$ cat config.mk
export PLATFORM = sky130hd
export DESIGN_NAME = brick_field_engine
export DESIGN_NICKNAME = d
export VERILOG_FILES = /design/src/rtl/brick_field_engine.sv
export SDC_FILE = /design/constraint.sdc
export NUM_CORES = 1
export LEC_CHECK = 0
export CAP_MARGIN = 5
export CORE_AREA = 2 2 179 181
export DETAILED_ROUTE_END_ITERATION = 8
export DIE_AREA = 0 0 181 183
export GPL_TIMING_DRIVEN = 0
export PLACE_DENSITY_LB_ADDON = 0.1
export SYNTH_ARGS = -nofsm -noshare
export SYNTH_HDL_FRONTEND = slang
export SYNTH_SLANG_ARGS = --single-unit
$ cat constraint.sdc
create_clock -name clk -period 50.1 [get_ports clk]
set_input_delay 15.03 -clock clk [delete_from_list [all_inputs] [get_ports clk]]
set_output_delay 15.03 -clock clk [all_outputs]
set_load 0.005 [all_outputs]
$ cat src/rtl/brick_field_engine.sv
// Brick-wall engine: per-brick hit-points, per-pixel wall drawing, and a once-per-frame
// sequential ball/brick collision scan that reports which velocity axis to reverse.
module brick_field_engine #(
   parameter int          NUM_ROWS   = 6,
   parameter int          NUM_COLS   = 8,
   parameter int          BRICK_W    = 35,
   parameter int          BRICK_H    = 70,
   parameter int          GAP        = 2,
   parameter int          REGION_X_L = 40,
   parameter int          REGION_Y_T = 30,
   parameter int          BALL_SIZE  = 8,
   parameter int          HP_BITS    = 2,
   parameter int          HP_INIT    = 2,
   parameter logic [11:0] C_HP1      = 12'hf00,
   parameter logic [11:0] C_HP2      = 12'hff0,
   parameter logic [11:0] C_HPX      = 12'h0ff,
   localparam int         NUM_BRICKS = NUM_ROWS * NUM_COLS,
   localparam int         IDX_W      = $clog2(NUM_BRICKS),
   localparam int         CNT_W      = $clog2(NUM_BRICKS + 1)
) (
   input  logic             clk,
   input  logic             reset_n,
   input  logic             level_start,
   input  logic             refr_tick,
   input  logic [9:0]       ball_x_l,
   input  logic [9:0]       ball_y_t,
   input  logic [9:0]       pix_x,
   input  logic [9:0]       pix_y,
   output logic             brick_on,
   output logic [11:0]      brick_rgb,
   output logic             scan_busy,
   output logic             hit,
   output logic             bounce_x,
   output logic             bounce_y,
   output logic [IDX_W-1:0] hit_index,
   output logic [CNT_W-1:0] bricks_left,
   output logic             level_clear
);
   localparam int CW    = 12;
   localparam int COL_W = (NUM_COLS > 1) ? $clog2(NUM_COLS) : 1;
   localparam int ROW_W = (NUM_ROWS > 1) ? $clog2(NUM_ROWS) : 1;

   localparam logic [CW-1:0]      X_L_C    = CW'(REGION_X_L);
   localparam logic [CW-1:0]      Y_T_C    = CW'(REGION_Y_T);
   localparam logic [CW-1:0]      BW_C     = CW'(BRICK_W);
   localparam logic [CW-1:0]      BH_C     = CW'(BRICK_H);
   localparam logic [CW-1:0]      BW_ON_C  = CW'(BRICK_W - GAP);
   localparam logic [CW-1:0]      BH_ON_C  = CW'(BRICK_H - GAP);
   localparam logic [CW-1:0]      WALL_W_C = CW'(NUM_COLS * BRICK_W);
   localparam logic [CW-1:0]      WALL_H_C = CW'(NUM_ROWS * BRICK_H);
   localparam logic [CW-1:0]      BALL_C   = CW'(BALL_SIZE - 1);
   localparam logic [CW-1:0]      NCOLS_C  = CW'(NUM_COLS);
   localparam logic [IDX_W-1:0]   LAST_IDX = IDX_W'(NUM_BRICKS - 1);
   localparam logic [COL_W-1:0]   COL_LAST = COL_W'(NUM_COLS - 1);
   localparam logic [HP_BITS-1:0] HP_LOAD  = HP_BITS'(HP_INIT);
   localparam logic [CNT_W-1:0]   ALL_CNT  = CNT_W'(NUM_BRICKS);

   typedef enum logic [1:0] {S_IDLE, S_LOAD, S_SCAN, S_REPORT} state_t;

   state_t             state_q, state_d;
   logic [HP_BITS-1:0] hp_q [NUM_BRICKS];
   logic [IDX_W-1:0]   idx_q, idx_d;
   logic [COL_W-1:0]   col_q, col_d;
   logic [ROW_W-1:0]   row_q, row_d;
   logic               rep_x_q, rep_x_d;
   logic               hit_q, hit_d;
   logic               bounce_x_q, bounce_x_d;
   logic               bounce_y_q, bounce_y_d;
   logic [IDX_W-1:0]   hit_index_q, hit_index_d;
   logic [CNT_W-1:0]   bricks_left_q, bricks_left_d;
   logic               level_clear_q, level_clear_d;

   logic               wr_en;
   logic [IDX_W-1:0]   wr_idx;
   logic [HP_BITS-1:0] wr_data;

   // Geometry of the brick currently addressed by the scan pointer.
   logic [CW-1:0]      brk_l, brk_r, brk_t, brk_b;
   logic [CW-1:0]      ball_l, ball_r, ball_t, ball_b;
   logic [HP_BITS-1:0] scan_hp;
   logic               overlap, axis_y;

   always_comb begin
      brk_l   = X_L_C + CW'(col_q) * BW_C;
      brk_r   = brk_l + BW_C - CW'(1);
      brk_t   = Y_T_C + CW'(row_q) * BH_C;
      brk_b   = brk_t + BH_C - CW'(1);
      ball_l  = CW'(ball_x_l);
      ball_r  = ball_l + BALL_C;
      ball_t  = CW'(ball_y_t);
      ball_b  = ball_t + BALL_C;
      scan_hp = hp_q[idx_q];
      overlap = (scan_hp != '0) && (brk_l <= ball_r) && (ball_l <= brk_r)
                && (brk_t <= ball_b) && (ball_t <= brk_b);
      // Strict horizontal overlap means the ball met a top/bottom face; edge or corner contact bounces in x.
      axis_y  = (brk_l < ball_r) && (ball_l < brk_r);
   end

   logic [IDX_W-1:0] idx_inc;
   logic [COL_W-1:0] col_inc;
   logic [ROW_W-1:0] row_inc;

   always_comb begin
      idx_inc = idx_q + IDX_W'(1);
      col_inc = col_q + COL_W'(1);
      row_inc = row_q;
      if (col_q == COL_LAST) begin
         col_inc = '0;
         row_inc = row_q + ROW_W'(1);
      end
   end

   always_comb begin
      state_d       = state_q;
      idx_d         = idx_q;
      col_d         = col_q;
      row_d         = row_q;
      rep_x_d       = rep_x_q;
      hit_d         = 1'b0;
      bounce_x_d    = 1'b0;
      bounce_y_d    = 1'b0;
      hit_index_d   = hit_index_q;
      bricks_left_d = bricks_left_q;
      level_clear_d = level_clear_q;
      wr_en         = 1'b0;
      wr_idx        = idx_q;
      wr_data       = HP_LOAD;
      if (level_start) begin
         state_d       = S_LOAD;
         idx_d         = '0;
         col_d         = '0;
         row_d         = '0;
         level_clear_d = 1'b0;
      end else begin
         unique case (state_q)
            S_IDLE: begin
               if (refr_tick) begin
                  state_d = S_SCAN;
                  idx_d   = '0;
                  col_d   = '0;
                  row_d   = '0;
               end
            end
            S_LOAD: begin
               wr_en   = 1'b1;
               wr_data = HP_LOAD;
               if (idx_q == LAST_IDX) begin
                  state_d       = S_IDLE;
                  bricks_left_d = ALL_CNT;
                  level_clear_d = 1'b0;
               end else begin
                  idx_d = idx_inc;
                  col_d = col_inc;
                  row_d = row_inc;
               end
            end
            S_SCAN: begin
               if (overlap) begin
                  state_d = S_REPORT;
                  rep_x_d = !axis_y;
               end else if (idx_q == LAST_IDX) begin
                  state_d = S_IDLE;
               end else begin
                  idx_d = idx_inc;
                  col_d = col_inc;
                  row_d = row_inc;
               end
            end
            S_REPORT: begin
               state_d     = S_IDLE;
               hit_d       = 1'b1;
               bounce_x_d  = rep_x_q;
               bounce_y_d  = !rep_x_q;
               hit_index_d = idx_q;
               wr_en       = 1'b1;
               wr_data     = scan_hp - HP_BITS'(1);
               if (scan_hp == HP_BITS'(1)) begin
                  bricks_left_d = bricks_left_q - CNT_W'(1);
                  if (bricks_left_q == CNT_W'(1)) level_clear_d = 1'b1;
               end
            end
            default: state_d = S_IDLE;
         endcase
      end
   end

   always_ff @(posedge clk or negedge reset_n) begin
      if (!reset_n) begin
         state_q       <= S_IDLE;
         idx_q         <= '0;
         col_q         <= '0;
         row_q         <= '0;
         rep_x_q       <= 1'b0;
         hit_q         <= 1'b0;
         bounce_x_q    <= 1'b0;
         bounce_y_q    <= 1'b0;
         hit_index_q   <= '0;
         bricks_left_q <= '0;
         level_clear_q <= 1'b0;
         for (int i = 0; i < NUM_BRICKS; i++) hp_q[i] <= '0;
      end else begin
         state_q       <= state_d;
         idx_q         <= idx_d;
         col_q         <= col_d;
         row_q         <= row_d;
         rep_x_q       <= rep_x_d;
         hit_q         <= hit_d;
         bounce_x_q    <= bounce_x_d;
         bounce_y_q    <= bounce_y_d;
         hit_index_q   <= hit_index_d;
         bricks_left_q <= bricks_left_d;
         level_clear_q <= level_clear_d;
         if (wr_en) hp_q[wr_idx] <= wr_data;
      end
   end

   // Pixel path: purely combinational second read port into the hit-point array.
   logic [CW-1:0]      px, py, dx, dy, pcol, prow, offx, offy;
   logic               in_wall;
   logic [IDX_W-1:0]   pix_idx;
   logic [HP_BITS-1:0] pix_hp;

   always_comb begin
      px      = CW'(pix_x);
      py      = CW'(pix_y);
      dx      = px - X_L_C;
      dy      = py - Y_T_C;
      in_wall = (px >= X_L_C) && (dx < WALL_W_C) && (py >= Y_T_C) && (dy < WALL_H_C);
      pcol    = dx / BW_C;
      prow    = dy / BH_C;
      offx    = dx - pcol * BW_C;
      offy    = dy - prow * BH_C;
      pix_idx = '0;
      if (in_wall) pix_idx = IDX_W'(prow * NCOLS_C + pcol);
      pix_hp    = hp_q[pix_idx];
      brick_on  = in_wall && (offx < BW_ON_C) && (offy < BH_ON_C) && (pix_hp != '0);
      brick_rgb = 12'h000;
      if (brick_on) begin
         if (pix_hp == HP_BITS'(1))      brick_rgb = C_HP1;
         else if (pix_hp == HP_BITS'(2)) brick_rgb = C_HP2;
         else                            brick_rgb = C_HPX;
      end
   end

   assign scan_busy   = (state_q == S_LOAD) || (state_q == S_SCAN);
   assign hit         = hit_q;
   assign bounce_x    = bounce_x_q;
   assign bounce_y    = bounce_y_q;
   assign hit_index   = hit_index_q;
   assign bricks_left = bricks_left_q;
   assign level_clear = level_clear_q;

endmodule

==> summary.md <==
| Metric | Value |
|---|---|
| Outcome | `finished clean` |
| Power per Cell Area | `37.5 nW/um^2` |
| Placer Congestion | `0.983` |
| Largest family of logic cells by synthesized area | `compound AO/OA/AOI/OAI gates` |
| IO buf count | `69` |
| Initial DRC count | `1345` |
| Syn Nets | `1918` |
| Fillers | `3103` |
| Area growth syn-to-layout | `13.5%` |
| Mean Syn Cell Area | `8.07 um^2` |
| Slew @ Worst Pin | `1080 ps` |
| Post_cts resized | `0` |
| CP peak stage delay | `670 ps` |
| Non-filler cells, final | `2232` |
| Dpl hpwl | `33.4 mm` |
| Post-Synth XOR/XNOR Area | `0.0470` |
| CTS Sinks | `127` |
| Cell area after synthesis | `13900 um^2` |
| Clock root buffer | `clkbuf_16` |
| Cells after synthesis | `1727` |
| HP Class | `flop to flop` |
| Crit-path max FO | `11` |
| Utilization after layout | `0.506` |
| CP Capture Type | `primary output` |
| 1st-pass router iterations | `6` |
| Total GRT Usage | `0.266` |
| Max-slew headroom | `0.275` |
| Critical path data arrival time | `26050 ps` |
| Cts-stage hold buffer count | `0` |
| Cell variety after synth | `99` |
| Vias | `13667` |
| Ys Warns | `0` |
| Starting density of the core | `0.446` |
| Layout cells sized above 1 | `0.0858` |
| Largest net degree at the start of global routing | `89` |
| Synth Area in Compound Gates | `0.237` |
| Final wirelength | `43.9 mm` |
| Vias in the first global route | `13313` |
| Final hold vios | `0` |
| Clock period minus worst slack | `41080 ps` |
| Async set-or-reset flop fraction in the synthesized netlist | `1.00` |
| Post-route ant nets | `0` |
| Top FF cell, synth | `dfrtp_1` |
| Most used cell, CP | `ha_1` |
| DP Cell Count | `2199` |
| WL per Instance | `19.6 um` |
| Clock edge transition at the registers on the reported setup and hold paths | `60 ps` |
| Global-route wire length before repair | `71.5 mm` |
| Critical path class | `input port to primary output` |
| Seq/Total Area, Yosys | `0.228` |
| CTS Buf Count | `17` |
| Post-synth EDFFs | `0` |
| Grt ovf | `0` |
| Area post-placement | `15200 um^2` |
| Post-CTS setup buffers | `0` |
| Die width | `181 um` |
| Peak supply drop | `0.0240 mV` |
| Pleak | `6.84 nW` |
| Worst Path Required | `35070 ps` |
| H-tree depth | `4` |
| Layout net count | `2008` |
| RSZ-0062 raised after global routing | `no` |
| # IOs | `74` |
| Clk_skew | `12.4 ps` |
| Setup TNS | `0 ps` |
| Rows | `65` |
| Period utilisation layout | `0.820` |
| Post-synthesis register bit count | `127` |
| Initial antenna violation count | `0` |
| Clk buf depth | `2` |
| Die Y | `183 um` |
| Worst-Skew Late Latency | `430 ps` |
| Slowest stage cell, crit path | `o31ai_4` |
| Fmax | `0.0243 GHz` |
| Post-route cell area | `15800 um^2` |
| Fraction of synthesized area in multiplexers | `0.0845` |
| Core ar. | `31200 um^2` |
| Final count of pins violating max slew | `0` |
| # diodes | `0` |
| Synth Area in Simple Gates | `0.210` |
| Synthesized-area fraction occupied by adder cells | `0.139` |
| Vias per cell | `6.12` |
| Critical path startpoint category | `input port` |
| Total chip power | `593 uW` |
| Final setup viols | `0` |
| DRC | `0` |
| CTS tree | `yes` |
| Total die area | `33100 um^2` |
| MaxCap Viol Count | `0` |
-- synth_stat cells (7+ instances only) --
cell type / count / area share
o31ai_1: 22 / 0.012
buf_4: 12 / 0.0065
a221oi_1: 7 / 0.0044
and3_1: 13 / 0.0058
or3_1: 10 / 0.0045
nor2b_1: 25 / 0.011
clkbuf_1: 53 / 0.014
nand2b_1: 24 / 0.011
nand4_1: 26 / 0.012
o211ai_1: 17 / 0.0092
a21oi_1: 132 / 0.047
o31a_1: 7 / 0.0044
a22oi_1: 12 / 0.0065
o21ai_1: 8 / 0.0029
xnor2_1: 48 / 0.030
a311oi_1: 8 / 0.0050
or2_2: 11 / 0.0049
nor4_1: 9 / 0.0040
dfrtp_1: 127 / 0.23
a21o_1: 26 / 0.014
nor3_1: 42 / 0.015
o21bai_1: 9 / 0.0048
buf_2: 7 / 0.0025
inv_1: 94 / 0.025
nor2_1: 163 / 0.044
a31oi_1: 19 / 0.0085
nand2_1: 196 / 0.053
mux4_2: 11 / 0.018
mux2_2: 47 / 0.038
fa_1: 14 / 0.020
o21a_1: 13 / 0.0070
o21ai_0: 75 / 0.027
xor2_1: 25 / 0.016
and2_1: 15 / 0.0067
mux2i_1: 40 / 0.029
nand3_1: 54 / 0.019
o22ai_1: 18 / 0.0081
ha_1: 133 / 0.12
a211oi_1: 17 / 0.0092
-- cell type report --
cell class | instances | area, um^2 | area share
repair buffers | 71 | 724 | 0.0458
clock buffers | 22 | 464 | 0.0294
multi-input cells | 1419 | 10000 | 0.632
clock inverters | 10 | 184 | 0.0116
well taps | 402 | 503 | 0.0318
inverters | 100 | 378 | 0.0239
flip-flops and latches | 127 | 3180 | 0.201
plain buffers | 81 | 380 | 0.0241
-- cell families (layout without fill, tap and decap cells) --
kind of cell,count (synthesis),count (layout)
adder cells (fa/ha/maj),147,147
AO/OA/AOI/OAI,481,481
multiplexers,98,98
AND/OR/NAND/NOR,619,619
flip-flops,127,127
XOR/XNOR,74,74
buffers and inverters,181,284
-- stage by stage --
stage	setup slack, ps	hold slack [ps]
2_1_floorplan	11830	418
3_3_place_gp	9170	447
3_5_place_dp	9130	447
4_1_cts	9090	454
5_1_grt	8200	479
6_report	9020	453
-- layout by cell type, fill, tap and decap left out, types with 14 or more instances in the layout --
cell	synthesis	routed
clkdlybuf4s50_1	0	68
mux2_2	47	47
xnor2_1	48	48
a21o_1	26	26
o22ai_1	18	18
nor3_1	42	42
o211ai_1	17	17
a21oi_1	132	132
inv_1	94	94
nand4_1	26	26
clkbuf_1	53	56
a211oi_1	17	17
fa_1	14	14
nor2_1	163	163
mux2i_1	40	40
xor2_1	25	25
dfrtp_1	127	127
ha_1	133	133
and2_1	15	15
o21ai_0	75	75
o31ai_1	22	22
nand2_1	196	196
nand2b_1	24	24
a31oi_1	19	19
nand3_1	54	54
nor2b_1	25	25
clkbuf_16	0	17
-- sequential cells by signal, indices dropped and copies added (netlist names) --
signal and flops:
bricks_left 6, row_q 3, idx_q 6, rep_x_q 1
col_q 3, state_q 2, hit 1, hp_q 96
bounce_x 1, level_clear 1, bounce_y 1, hit_index 6
-- final timing paths --
path / from / endpoint / slack (ps) / depth (start not counted)
worst max-delay path: pix_x[3] / brick_rgb[9] / 9020 / 41
worst min-delay path: rep_x_q / bounce_y / 450 / 1
worst max register to register: idx_q[1] / bricks_left[4] / 44130 / 15
worst min register to register: rep_x_q / bounce_y / 450 / 1
max in group asynchronous: reset_n / hp_q[48] / 34790 / 2
min in group asynchronous: reset_n / hp_q[2] / 14510 / 1
-- power by group --
part | switching (mW) | total, mW | internal, mW | leakage (nW)
clock | 0.0482 | 0.139 | 0.0908 | 0.310
combinational | 0.200 | 0.337 | 0.137 | 4.79
sequential | 0.00820 | 0.117 | 0.109 | 1.73
total | 0.256 | 0.593 | 0.337 | 6.84
-- worst max-delay path: cells and delay by family --
family / cells / cell delay (ps)
xor+xnor: 3 / 600
buf+inv: 11 / 2530
fa+ha+maj: 5 / 1540
simple gates: 10 / 2950
compound gates: 12 / 3370
-- routing by layer --
| metal | track usage | wire, um |
|---|---|---|
| met5 | 0 | 0 |
| met4 | 0.0823 | 1080 |
| met3 | 0.0332 | 2540 |
| met2 | 0.446 | 20200 |
| met1 | 0.361 | 20000 |
(Power assumes the default switching activity.)
